$ cat config.mk
export PLATFORM = sky130hd
export DESIGN_NAME = bcd_updown_counter
export DESIGN_NICKNAME = d
export VERILOG_FILES = /design/src/rtl/bcd_updown_counter.sv
export SDC_FILE = /design/constraint.sdc
export NUM_CORES = 1
export LEC_CHECK = 0
export ABC_AREA = 1
export BUFFER_PORTS_ARGS = -buffer_cell sky130_fd_sc_hd__clkbuf_2
export CORE_MARGIN = 8
export CORE_UTILIZATION = 45
export DETAILED_ROUTE_END_ITERATION = 10
export PLACE_DENSITY = 0.79
export SYNTH_ARGS = -nofsm -noshare
export SYNTH_HDL_FRONTEND = slang
export SYNTH_SLANG_ARGS = --single-unit
$ cat constraint.sdc
create_clock -name clk -period 4.05 [get_ports clk]
set_input_delay 0.405 -clock clk [delete_from_list [all_inputs] [get_ports clk]]
set_output_delay 0.405 -clock clk [all_outputs]
set_load 0.05 [all_outputs]
$ cat src/rtl/bcd_updown_counter.sv
// Registered multi-digit BCD up/down counter with clear, validated load and wrap/saturate.
// Over/underflow and bad-load conditions are reported as one-cycle registered pulses.
module bcd_updown_counter #(
    parameter int DIGITS   = 3,
    parameter bit SATURATE = 1'b0
) (
    input  logic                  clk,
    input  logic                  reset_n,
    input  logic                  clr,
    input  logic                  load,
    input  logic [4*DIGITS-1:0]   load_val,
    input  logic                  inc,
    input  logic                  dec,
    output logic [4*DIGITS-1:0]   q,
    output logic                  ovf,
    output logic                  udf,
    output logic                  err,
    output logic                  zero,
    output logic                  max
);

    localparam int                W       = 4 * DIGITS;
    localparam logic [W-1:0]      MAX_VAL = {DIGITS{4'h9}};

    logic [W-1:0] count_q, count_d;
    logic         ovf_q, ovf_d;
    logic         udf_q, udf_d;
    logic         err_q, err_d;

    logic [W-1:0] incValue;
    logic [W-1:0] decValue;
    logic         incCarry;
    logic         decBorrow;
    logic         loadValid;
    logic         atMax;
    logic         atZero;

    assign atMax  = (count_q == MAX_VAL);
    assign atZero = (count_q == '0);

    // Per-digit ripple: a digit only moves while every lower digit is rolling over.
    always_comb begin
        incValue = count_q;
        incCarry = 1'b1;
        for (int i = 0; i < DIGITS; i++) begin
            if (incCarry) begin
                if (count_q[4*i +: 4] == 4'd9) begin
                    incValue[4*i +: 4] = 4'd0;
                end else begin
                    incValue[4*i +: 4] = count_q[4*i +: 4] + 4'd1;
                    incCarry           = 1'b0;
                end
            end
        end
    end

    always_comb begin
        decValue  = count_q;
        decBorrow = 1'b1;
        for (int i = 0; i < DIGITS; i++) begin
            if (decBorrow) begin
                if (count_q[4*i +: 4] == 4'd0) begin
                    decValue[4*i +: 4] = 4'd9;
                end else begin
                    decValue[4*i +: 4] = count_q[4*i +: 4] - 4'd1;
                    decBorrow          = 1'b0;
                end
            end
        end
    end

    always_comb begin
        loadValid = 1'b1;
        for (int i = 0; i < DIGITS; i++) begin
            if (load_val[4*i +: 4] > 4'd9) begin
                loadValid = 1'b0;
            end
        end
    end

    // Command priority: clear, load, cancelling inc+dec, inc, dec, hold.
    always_comb begin
        count_d = count_q;
        ovf_d   = 1'b0;
        udf_d   = 1'b0;
        err_d   = 1'b0;
        if (clr) begin
            count_d = '0;
        end else if (load) begin
            if (loadValid) begin
                count_d = load_val;
            end else begin
                err_d = 1'b1;
            end
        end else if (inc && !dec) begin
            if (atMax) begin
                ovf_d = 1'b1;
                if (!SATURATE) begin
                    count_d = '0;
                end
            end else begin
                count_d = incValue;
            end
        end else if (dec && !inc) begin
            if (atZero) begin
                udf_d = 1'b1;
                if (!SATURATE) begin
                    count_d = MAX_VAL;
                end
            end else begin
                count_d = decValue;
            end
        end
    end

    always_ff @(posedge clk or negedge reset_n) begin
        if (!reset_n) begin
            count_q <= '0;
            ovf_q   <= 1'b0;
            udf_q   <= 1'b0;
            err_q   <= 1'b0;
        end else begin
            count_q <= count_d;
            ovf_q   <= ovf_d;
            udf_q   <= udf_d;
            err_q   <= err_d;
        end
    end

    assign q    = count_q;
    assign ovf  = ovf_q;
    assign udf  = udf_q;
    assign err  = err_q;
    assign zero = atZero;
    assign max  = atMax;

endmodule

Word level (Yosys, flattened, before mapping). Cells that the tools add are included.

Add/subtract/negate cells: 6. Magnitude comparators: 3. Equality and inequality tests: 7. Multiplexer cells: 38. Reduce and logical (&&, ||, !) cells: 14.

Operators with widths (count): 12-bit 2-to-1 mux (7); 4-bit 2-to-1 mux (10); 1-bit 2-to-1 mux (21); 4-bit by 1-bit adder with 4-bit output (second input constant) (3); 12-bit equality test (second input constant) (1); 4-bit equality test (second input constant) (3); 4-bit greater-than comparator (second input constant) (3); 12-bit logical NOT (1); 4-bit logical NOT (3); 4-bit by 1-bit subtractor with 4-bit output (second input constant) (3); 5-bit != test (second input constant) (2); 5-bit nonzero test (2); 4-bit AND reduction (2); 4-bit nonzero test (1); 3-bit by 2-bit != test with 1-bit output (second input constant) (1); 1-bit logical AND (2); 1-bit logical NOT (2); 2-bit AND reduction (1).

Flip-flop bits (word level): 15. Input port bits: 18. Output and inout bits: 17. Logic and storage cells: 74.

Logic depth before layout (Yosys ltp). Gate-level depths: netlist of run 1.

Word-level depth: 9. Gate-level depth with buffers: 10. Depth with buffers taken out: 10.

Worst setup path before layout of run 1. No wires, ideal clock.

Kind: flip-flop to output port. From: register count_q[4] (netlist: q[4]). To: output zero. Data arrival time: 1.958 ns. Required time: 3.645 ns. Setup slack: 1.687 ns. Cell stages (with the launch flop): 7. Cell sequence: dfrtp_1 > inv_1 > ha_1 > nand2_1 > nor2_2 > nand2_1 > nor2_1.

Longest elaborated chain between the ends: 1.

Ends and longest elaborated chain: from (decl) (RTL line 25) `logic [W-1:0] count_q, count_d;`; from (signal assigned) (RTL line 123) `count_q <= count_d;`; 12-bit logical NOT (RTL line 39) `assign atZero = (count_q == '0);`; to (decl) (RTL line 18) `output logic zero,`.

Every way passes these cells.

Worst setup path in the final report of run 1. Same ends and word-level chain as after synthesis.

==> flow_metrics.tcl, run 1 <==
set metrics [dict create \
    ff2ff_path_depth 9 \
    clock_latency_ns 0.29 \
    antenna_found_initial 0 \
    rsz0062_at_grt "false" \
    gp_congestion 0.921 \
    die_y_um 73.4 \
    wl_mm 3.84 \
    maxClockFrequency_mhz 428 \
    core-area_sq_um 3260 \
    num_io_pins 35 \
    fin_crit_ns 2.34 \
    cts-root-buf "clkbuf_4" \
    synth_nets 250 \
    layout.cells.non_filler 300 \
    setup.worst_path.class "flip-flop to primary output" \
    cp-end-kind "primary output" \
    drc 0 \
    arrival_ns 1.93 \
    leakagePower_nw 0.965 \
    cts_inserted_buffers 3 \
    cts.clk_slew.worst_paths_ns 0.10 \
    async_flop_share_pct 100 \
    synthCells 218 \
    synth_seq_cells 15 \
    clk_path_buf_depth 2 \
    finalSetupTns_ns 0 \
    die-area_sq_um 5390 \
    setup_violations 0 \
    reg2reg_slack_ns 2.30 \
    cp-startpoint "q[4]" \
    ctsHoldBuffers 0 \
    drtIter0Drc 128 \
    grt_pass1_wl_mm 6.71 \
    diodes 0 \
    htree_levels 1 \
    status "completed" \
    die_w_um 73.4 \
    timing.final.crit_share_pct 57.7 \
    wl_per_cell_um 12.8 \
    overflow 0 \
    track_usage_pct 15.4 \
    cap_violations 0 \
    synth_top_area_share_pct 25.3 \
    synth_area_per_cell_sq_um 6.81 \
    vias 1532 \
    finalMaxSlewViolations 0 \
    start_kind "flip-flop" \
    grt_pass1_vias 1439 \
    powerDensity_nw_per_um2 404 \
    synth.largest_area_cell "dfrtp_1" \
    r2r_end "q[10]" \
    vias_per_cell 5.11 \
    utilization_pct 53.0 \
    synth.area.top_cells "dfrtp_1 (25%), nand2_1 (18%), ha_1 (12%), nand3_1 (9.1%), o21ai_0 (4.4%)" \
    fillCellCount 346 \
    finalClockSkew_ns 0.0122 \
    syn2layout_area_growth_pct 16.4 \
    ir_worst_vdd_v 0.000209 \
    synth_edf_count 0 \
    placedCellCount 296 \
    rows 21 \
    syn_area_sq_um 1480 \
    r2r-start "q[4]" \
    synth_commonest_cells "nand2_1 (72), nand3_1 (27), dfrtp_1 (15), inv_1 (15), ha_1 (14)" \
    hold_viol_final 0 \
    worstMarginPinSlew_ns 0.833 \
    yosys_warnings 0 \
    drive_gt1_share_pct 23.2 \
    place_hpwl_mm 3.09 \
    initial_core_util_pct 45.5 \
    required_ns 3.64 \
    worstHoldPathType "input pin to async pin" \
    cts_setup_buffers 0 \
    nets 287 \
    post-synth-top-count-cell "nand2_1" \
    synth_cell_types 26 \
    grt_max_degree 16 \
    clock-sinks 15 \
    cts-resized-gates 0 \
    ant_nets 0 \
    ys.flop_type "dfrtp_1" \
    drtPass1Iterations 4 \
    slew-limit-headroom_pct 44.3 \
    synth-seq-area-share_pct 25.3 \
    path_max_fanout 7 \
    endpoint "zero" \
    cts_tree "built" \
    port_buffers 34 \
]
## power by group
| part | internal (mW) | switching (mW) | total (mW) |
|---|---|---|---|
| logic | 0.115 | 0.273 | 0.387 |
| clock network | 0.0383 | 0.0483 | 0.0866 |
| registers | 0.174 | 0.0499 | 0.224 |
## worst max-delay path: stages (launching register included)
cell      delay, ns
dfrtp_1        0.47
inv_1          0.19
ha_1           0.20
nand2_1        0.08
nor2_2         0.17
nand2_1        0.11
nor2_1         0.13
clkbuf_2       0.30
## layer usage
metal | global-route usage [%] | up-vias | share of wire, %
li1 | - | 791 | -
met3 | 3.82 | 2 | 6.4
met1 | 18.8 | 698 | 45
met2 | 26.6 | 41 | 48
met4 | 2.66 | 0 | 0.34
met5 | 0 | - | 0
## stage by stage
| step | setup WS [ns] | cell area, sq um | total power, mW | hold WS, ns |
|---|---|---|---|---|
| floorplan | 1.69 | 1480 | 0.517 | 0.109 |
| global placement | 1.88 | 1700 | 0.610 | 0.344 |
| detailed placement | 1.89 | 1700 | 0.614 | 0.352 |
| CTS | 1.70 | 1730 | 0.704 | 0.0276 |
| global route | 1.53 | 1730 | 0.759 | 0.0252 |
| finish | 1.71 | 1730 | 0.698 | 0.0175 |
## sequential cells by signal (all words and copies together), names as in the netlist
| name | flops |
|---|---|
| err | 1 |
| udf | 1 |
| q | 12 |
| ovf | 1 |
## cell usage in the layout, fill, tap and decap left out, types with 3 or more instances in the layout
cell type / instances
clkbuf_4: 3
o211ai_1: 4
inv_2: 6
nand2_1: 72
ha_1: 14
a21oi_1: 4
xor2_1: 3
o21ai_0: 13
nand2_2: 4
nor2_1: 13
nand4_1: 7
dfrtp_1: 15
nand3_1: 27
inv_1: 15
clkbuf_2: 34
## cells by family (layout without fill, tap and decap cells)
| family | after synthesis | in the layout | synth area share (%) |
|---|---|---|---|
| AO/OA/AOI/OAI | 23 | 23 | 8.43 |
| adder cells (fa/ha/maj) | 14 | 14 | 11.8 |
| buffers and inverters | 27 | 63 | 7.34 |
| flip-flops | 15 | 15 | 25.3 |
| AND/OR/NAND/NOR | 136 | 136 | 45.4 |
| XOR/XNOR | 3 | 3 | 1.77 |
## worst min-delay path by stage
| stage | startpoint | end | cells past startpoint |
|---|---|---|---|
| 4_1_cts | reset_n | q[0] | 1 |
| 2_1_floorplan | reset_n | err | 0 |
| 5_1_grt | reset_n | q[0] | 1 |
| 3_5_place_dp | reset_n | q[0] | 1 |
| 3_3_place_gp | reset_n | q[0] | 1 |
| 6_report | reset_n | q[0] | 1 |
## final cells by class
cell class              count  area, sq um  area share [%]
flip-flops and latches     15          375            21.7
well taps                  46         57.6            3.33
multi-input cells         176         1000            57.9
clock buffers               4         26.3            1.52
repair buffers             34          170            9.85
inverters                  25         98.8            5.72
Power figures use the tool's default switching activity.
==> run 2: changes to the inputs <==
==> constraint.sdc (replaced) <==
create_clock -name clk -period 2.2 [get_ports clk]
set_input_delay 0.22 -clock clk [delete_from_list [all_inputs] [get_ports clk]]
set_output_delay 0.22 -clock clk [all_outputs]
set_load 0.05 [all_outputs]
==> run 2 against run 1 <==
Net effect: die area unchanged; hold slack better by 0.20 ns; utilization grew 0.92 points; cell area increased by 1.7%; register-to-register slack lost 1.8 ns; first-iteration DRC count is 1.6% higher; clock skew shrank 0.0084 ns; wire length decreased by 0.73%; global-route usage fell by 0.43 points; sequential share of layout area decreased by 0.37 points; final cell count increased by 1.0%; highest routed layer unchanged.
==> flow_metrics.tcl, run 2 (synthesis gave the netlist of run 1 again) <==
set metrics [dict create \
    rows 21 \
    hold_depth 5 \
    start_kind "flip-flop" \
    final_cell_mix "nand2_1 (72), clkbuf_2 (33), nand3_1 (27)" \
    core-area_sq_um 3260 \
    finalSetupTns_ns 0 \
    track_usage_pct 15.0 \
    hold_start "load_val[6]" \
    min_to "q[6]" \
    cts-root-buf "clkbuf_4" \
    drtPass1Iterations 4 \
    num_io_pins 35 \
    powerDensity_nw_per_um2 739 \
    setup_violations 0 \
    required_ns 1.98 \
    leakagePower_nw 0.979 \
    clock_latency_ns 0.30 \
    setup.worst_path.class "flip-flop to primary output" \
    cts_tree "built" \
    gp_congestion 0.869 \
    setup_ws_ns 0.135 \
    ant_nets 0 \
    rsz0062_at_grt "false" \
    cap_violations 0 \
    reg2reg_slack_ns 0.48 \
    r2r_end "q[9]" \
    finalClockSkew_ns 0.00374 \
    maxClockFrequency_mhz 484 \
    final_common_cell "nand2_1" \
    worstHoldPathType "input pin to flip-flop" \
    fin_crit_ns 2.07 \
    cts.clk_slew.worst_paths_ns 0.10 \
    grt_pass1_wl_mm 6.44 \
    syn2layout_area_growth_pct 18.5 \
    ir_worst_vdd_v 0.000510 \
    antenna_found_initial 0 \
    grt_max_degree 16 \
    cts_setup_buffers 0 \
    die_y_um 73.4 \
    hold_viol_final 0 \
    worstMarginPinSlew_ns 0.410 \
    htree_levels 1 \
    finalMaxSlewViolations 0 \
    wl_mm 3.81 \
    timing.final.crit_share_pct 93.9 \
    cp-end-kind "primary output" \
    overflow 0 \
    largest_reg_flops 12 \
    status "completed" \
    diodes 0 \
    clk_path_buf_depth 2 \
    clock-sinks 15 \
    place_hpwl_mm 3.00 \
    cts_inserted_buffers 3 \
    grt_pass1_vias 1464 \
    path_max_fanout 7 \
    drive_gt1_share_pct 24.1 \
    vias_per_cell 5.10 \
    arrival_ns 1.85 \
    drtIter0Drc 130 \
    preCtsSetupSlack_ns 0.450 \
    die-area_sq_um 5390 \
    slew-limit-headroom_pct 72.7 \
    wl_per_cell_um 12.6 \
    nets 290 \
    vias 1544 \
    port_buffers 34 \
    die_w_um 73.4 \
    ff2ff_path_depth 9 \
    initial_core_util_pct 45.5 \
    r2r-start "q[4]" \
    p_total_mw 1.30 \
    drc 0 \
]
## run 2: final cells by class
type                       instances  area, sq um
clock buffer                       4         26.3
fill                             344         1500
inverter                          25         98.8
multi-input combinational        176         1000
sequential                        15          375
tap                               46         57.6
timing repair buffer              37          198
## run 2: how the worst max path moves through the flow
stage | start | end | slack (ns) | cells past startpoint
final | q[4] | zero | 0.13 | 7
after global placement | q[4] | zero | 0.49 | 7
after floorplan | q[1] | max | 0.08 | 6
after detailed placement | q[4] | zero | 0.45 | 7
after CTS | q[4] | zero | 0.07 | 7
after global routing | q[4] | zero | 0.02 | 7
## run 2: where the power goes
group	switching [mW]	internal [mW]	total, mW
Clock	0.103	0.0707	0.174
Combinational	0.502	0.216	0.717
Sequential	0.0874	0.321	0.408
Total	0.692	0.607	1.30
## run 2: critical path, stage by stage, from the launching register on
cell and delay (ns):
dfrtp_1 0.46, inv_1 0.18, ha_1 0.21, nand2_1 0.09, nor2_2 0.14, nand2_1 0.12
nor2_2 0.11, clkbuf_4 0.24
## run 2: what timing repair did
item / 4_1_cts / 5_1_grt
hold buffers: 1 / 0
endpoints found under the hold margin: 15 / 0
endpoints found under the setup margin: 0 / 1
gates resized for setup: 0 / 2
## run 2: metal layers
metal / vias to the layer above / track usage (%) / part of all wire (%)
li1: 792 / - / -
met1: 692 / 18.5 / 44
met2: 55 / 24.4 / 46
met3: 5 / 3.14 / 8.8
met4: 0 / 6.21 / 1.3
met5: - / 0 / 0
## run 2: through the flow
stage	instances	util, %	instance area (sq um)	hold slack (ns)
floorplan	218	-	1490	-0.0756
global placement	298	52.8	1720	0.168
detailed placement	298	52.8	1720	0.169
CTS	303	53.9	1760	0.212
global route	303	54.0	1760	0.229
finish	303	54.0	1760	0.215
==> run 3: changes to the inputs <==
--- a/config.mk
+++ b/config.mk
@@ -7,10 +7,11 @@
 export LEC_CHECK = 0
 export ABC_AREA = 1
 export BUFFER_PORTS_ARGS = -buffer_cell sky130_fd_sc_hd__clkbuf_2
-export CORE_MARGIN = 8
 export CORE_UTILIZATION = 45
 export DETAILED_ROUTE_END_ITERATION = 10
+export GPL_TIMING_DRIVEN = 0
 export PLACE_DENSITY = 0.79
+export SKIP_CTS_REPAIR_TIMING = 1
 export SYNTH_ARGS = -nofsm -noshare
 export SYNTH_HDL_FRONTEND = slang
 export SYNTH_SLANG_ARGS = --single-unit
==> run 3 against run 2 <==
Net effect: register-to-register slack is essentially flat; worst setup slack lost 0.0030 ns; non-clock buffer count is the same; clock skew grew 0.0024 ns; critical path depth is the same; clock power shrank 5%; die area shrank 34%; final cell count shrank 0.66%; flip-flop and latch count is the same; highest routed layer unchanged.
==> flow_metrics.tcl, run 3 (synthesis gave the netlist of run 1 again) <==
set metrics [dict create \
    finalSetupTns_ns 0 \
    leakagePower_nw 0.978 \
    largest_reg_flops 12 \
    cts.clk_slew.worst_paths_ns 0.10 \
    ff2ff_path_depth 9 \
    overflow 0 \
    gp_congestion 0.864 \
    cts_inserted_buffers 3 \
    rows 20 \
    port_buffers 34 \
    clock-sinks 15 \
    p_total_mw 1.29 \
    drtPass1Iterations 4 \
    r2r-start "q[0]" \
    grt_max_degree 16 \
    wl_mm 3.74 \
    fin_crit_ns 2.07 \
    track_usage_pct 23.8 \
    core-area_sq_um 3100 \
    ant_nets 0 \
    final_cell_mix "nand2_1 (72), clkbuf_2 (33), nand3_1 (27)" \
    clk_path_buf_depth 2 \
    wl_per_cell_um 12.4 \
    vias 1570 \
    arrival_ns 1.85 \
    htree_levels 1 \
    ir_worst_vdd_v 0.000354 \
    cts_tree "built" \
    preCtsSetupSlack_ns 0.384 \
    cp-startpoint "q[0]" \
    initial_core_util_pct 47.8 \
    r2r_end "q[11]" \
    worstMarginPinSlew_ns 0.410 \
    nets 290 \
    grt_pass1_vias 1423 \
    setup.worst_path.class "flip-flop to primary output" \
    drive_gt1_share_pct 24.5 \
    num_io_pins 35 \
    rsz0062_at_grt "false" \
    setup_violations 0 \
    reg2reg_slack_ns 0.47 \
    drtIter0Drc 122 \
    worstHoldPathType "input pin to flip-flop" \
    finalMaxSlewViolations 0 \
    grt_pass1_wl_mm 6.24 \
    maxClockFrequency_mhz 483 \
    hold_viol_final 0 \
    path_max_fanout 7 \
    die-area_sq_um 3530 \
    met2_usage_pct 39.2 \
    finalHoldWorstSlack_ns 0.226 \
    hold_start "load_val[7]" \
    final_common_cell "nand2_1" \
    die_w_um 59.4 \
    min_to "q[7]" \
    busiest_layer "met2" \
    setup_ws_ns 0.132 \
    antenna_found_initial 0 \
    place_hpwl_mm 2.86 \
    hold_depth 5 \
    cp-end-kind "primary output" \
    die_y_um 59.4 \
    cp_cell_sequence "inv_1 -> ha_1 -> nand3_4 -> clkinv_1 -> nand2_1 -> nor2_2 -> clkbuf_4" \
    vias_per_cell 5.22 \
    slew-limit-headroom_pct 72.7 \
    finalClockSkew_ns 0.00611 \
    powerDensity_nw_per_um2 740 \
    clock_latency_ns 0.29 \
    cts-root-buf "clkbuf_4" \
    drc 0 \
    cap_violations 0 \
    status "completed" \
    slowest_delay_ns 0.45 \
    diodes 0 \
    grtUsageMet3_pct 4.15 \
    required_ns 1.98 \
    syn2layout_area_growth_pct 18.0 \
    timing.final.crit_share_pct 94.0 \
    start_kind "flip-flop" \
    use_met1_pct 30.5 \
    slowest_stage "dfrtp_1" \
]
## run 3: per-layer routing
layer	wire length, um	part of all wire, %
met1	1630	44
met2	1780	48
met3	256	6.9
met4	59	1.6
met5	0	0
## run 3: area by class of cell
cell class                 count  area, sq um
fill                         334         1350
multi-input combinational    176         1000
sequential                    15          375
timing repair buffer          35          183
inverter                      25         98.8
tap                           44         55.1
clock buffer                   4         26.3
buffer                         2         10.0
## run 3: how the worst max path moves through the flow
stage	end	slack [ns]
3_3_place_gp	zero	0.43
6_report	zero	0.13
3_5_place_dp	zero	0.38
5_1_grt	zero	0.01
2_1_floorplan	max	0.08
4_1_cts	zero	0.05
## run 3: worst max-delay path: cells and delay by family (launching register included)
family	cells	cell delay, ns
flip-flops	1	0.45
AND/OR/NAND/NOR	3	0.33
adder cells (fa/ha/maj)	1	0.25
buffers and inverters	3	0.52
## run 3: stage by stage
step / util (%) / cell area [sq um] / std cells
final: 56.4 / 1750 / 301
after global routing: 56.4 / 1750 / 301
after CTS: 56.0 / 1740 / 300
after detailed placement: 55.2 / 1710 / 296
after global placement: 55.2 / 1710 / 296
after floorplan: - / 1490 / 218
## run 3: power breakdown
part	switching (mW)	leakage [nW]	internal [mW]	total [mW]
combinational	0.504	0.768	0.214	0.718
sequential	0.0904	0.195	0.321	0.411
clock	0.0946	0.0150	0.0706	0.165
total	0.689	0.978	0.605	1.29
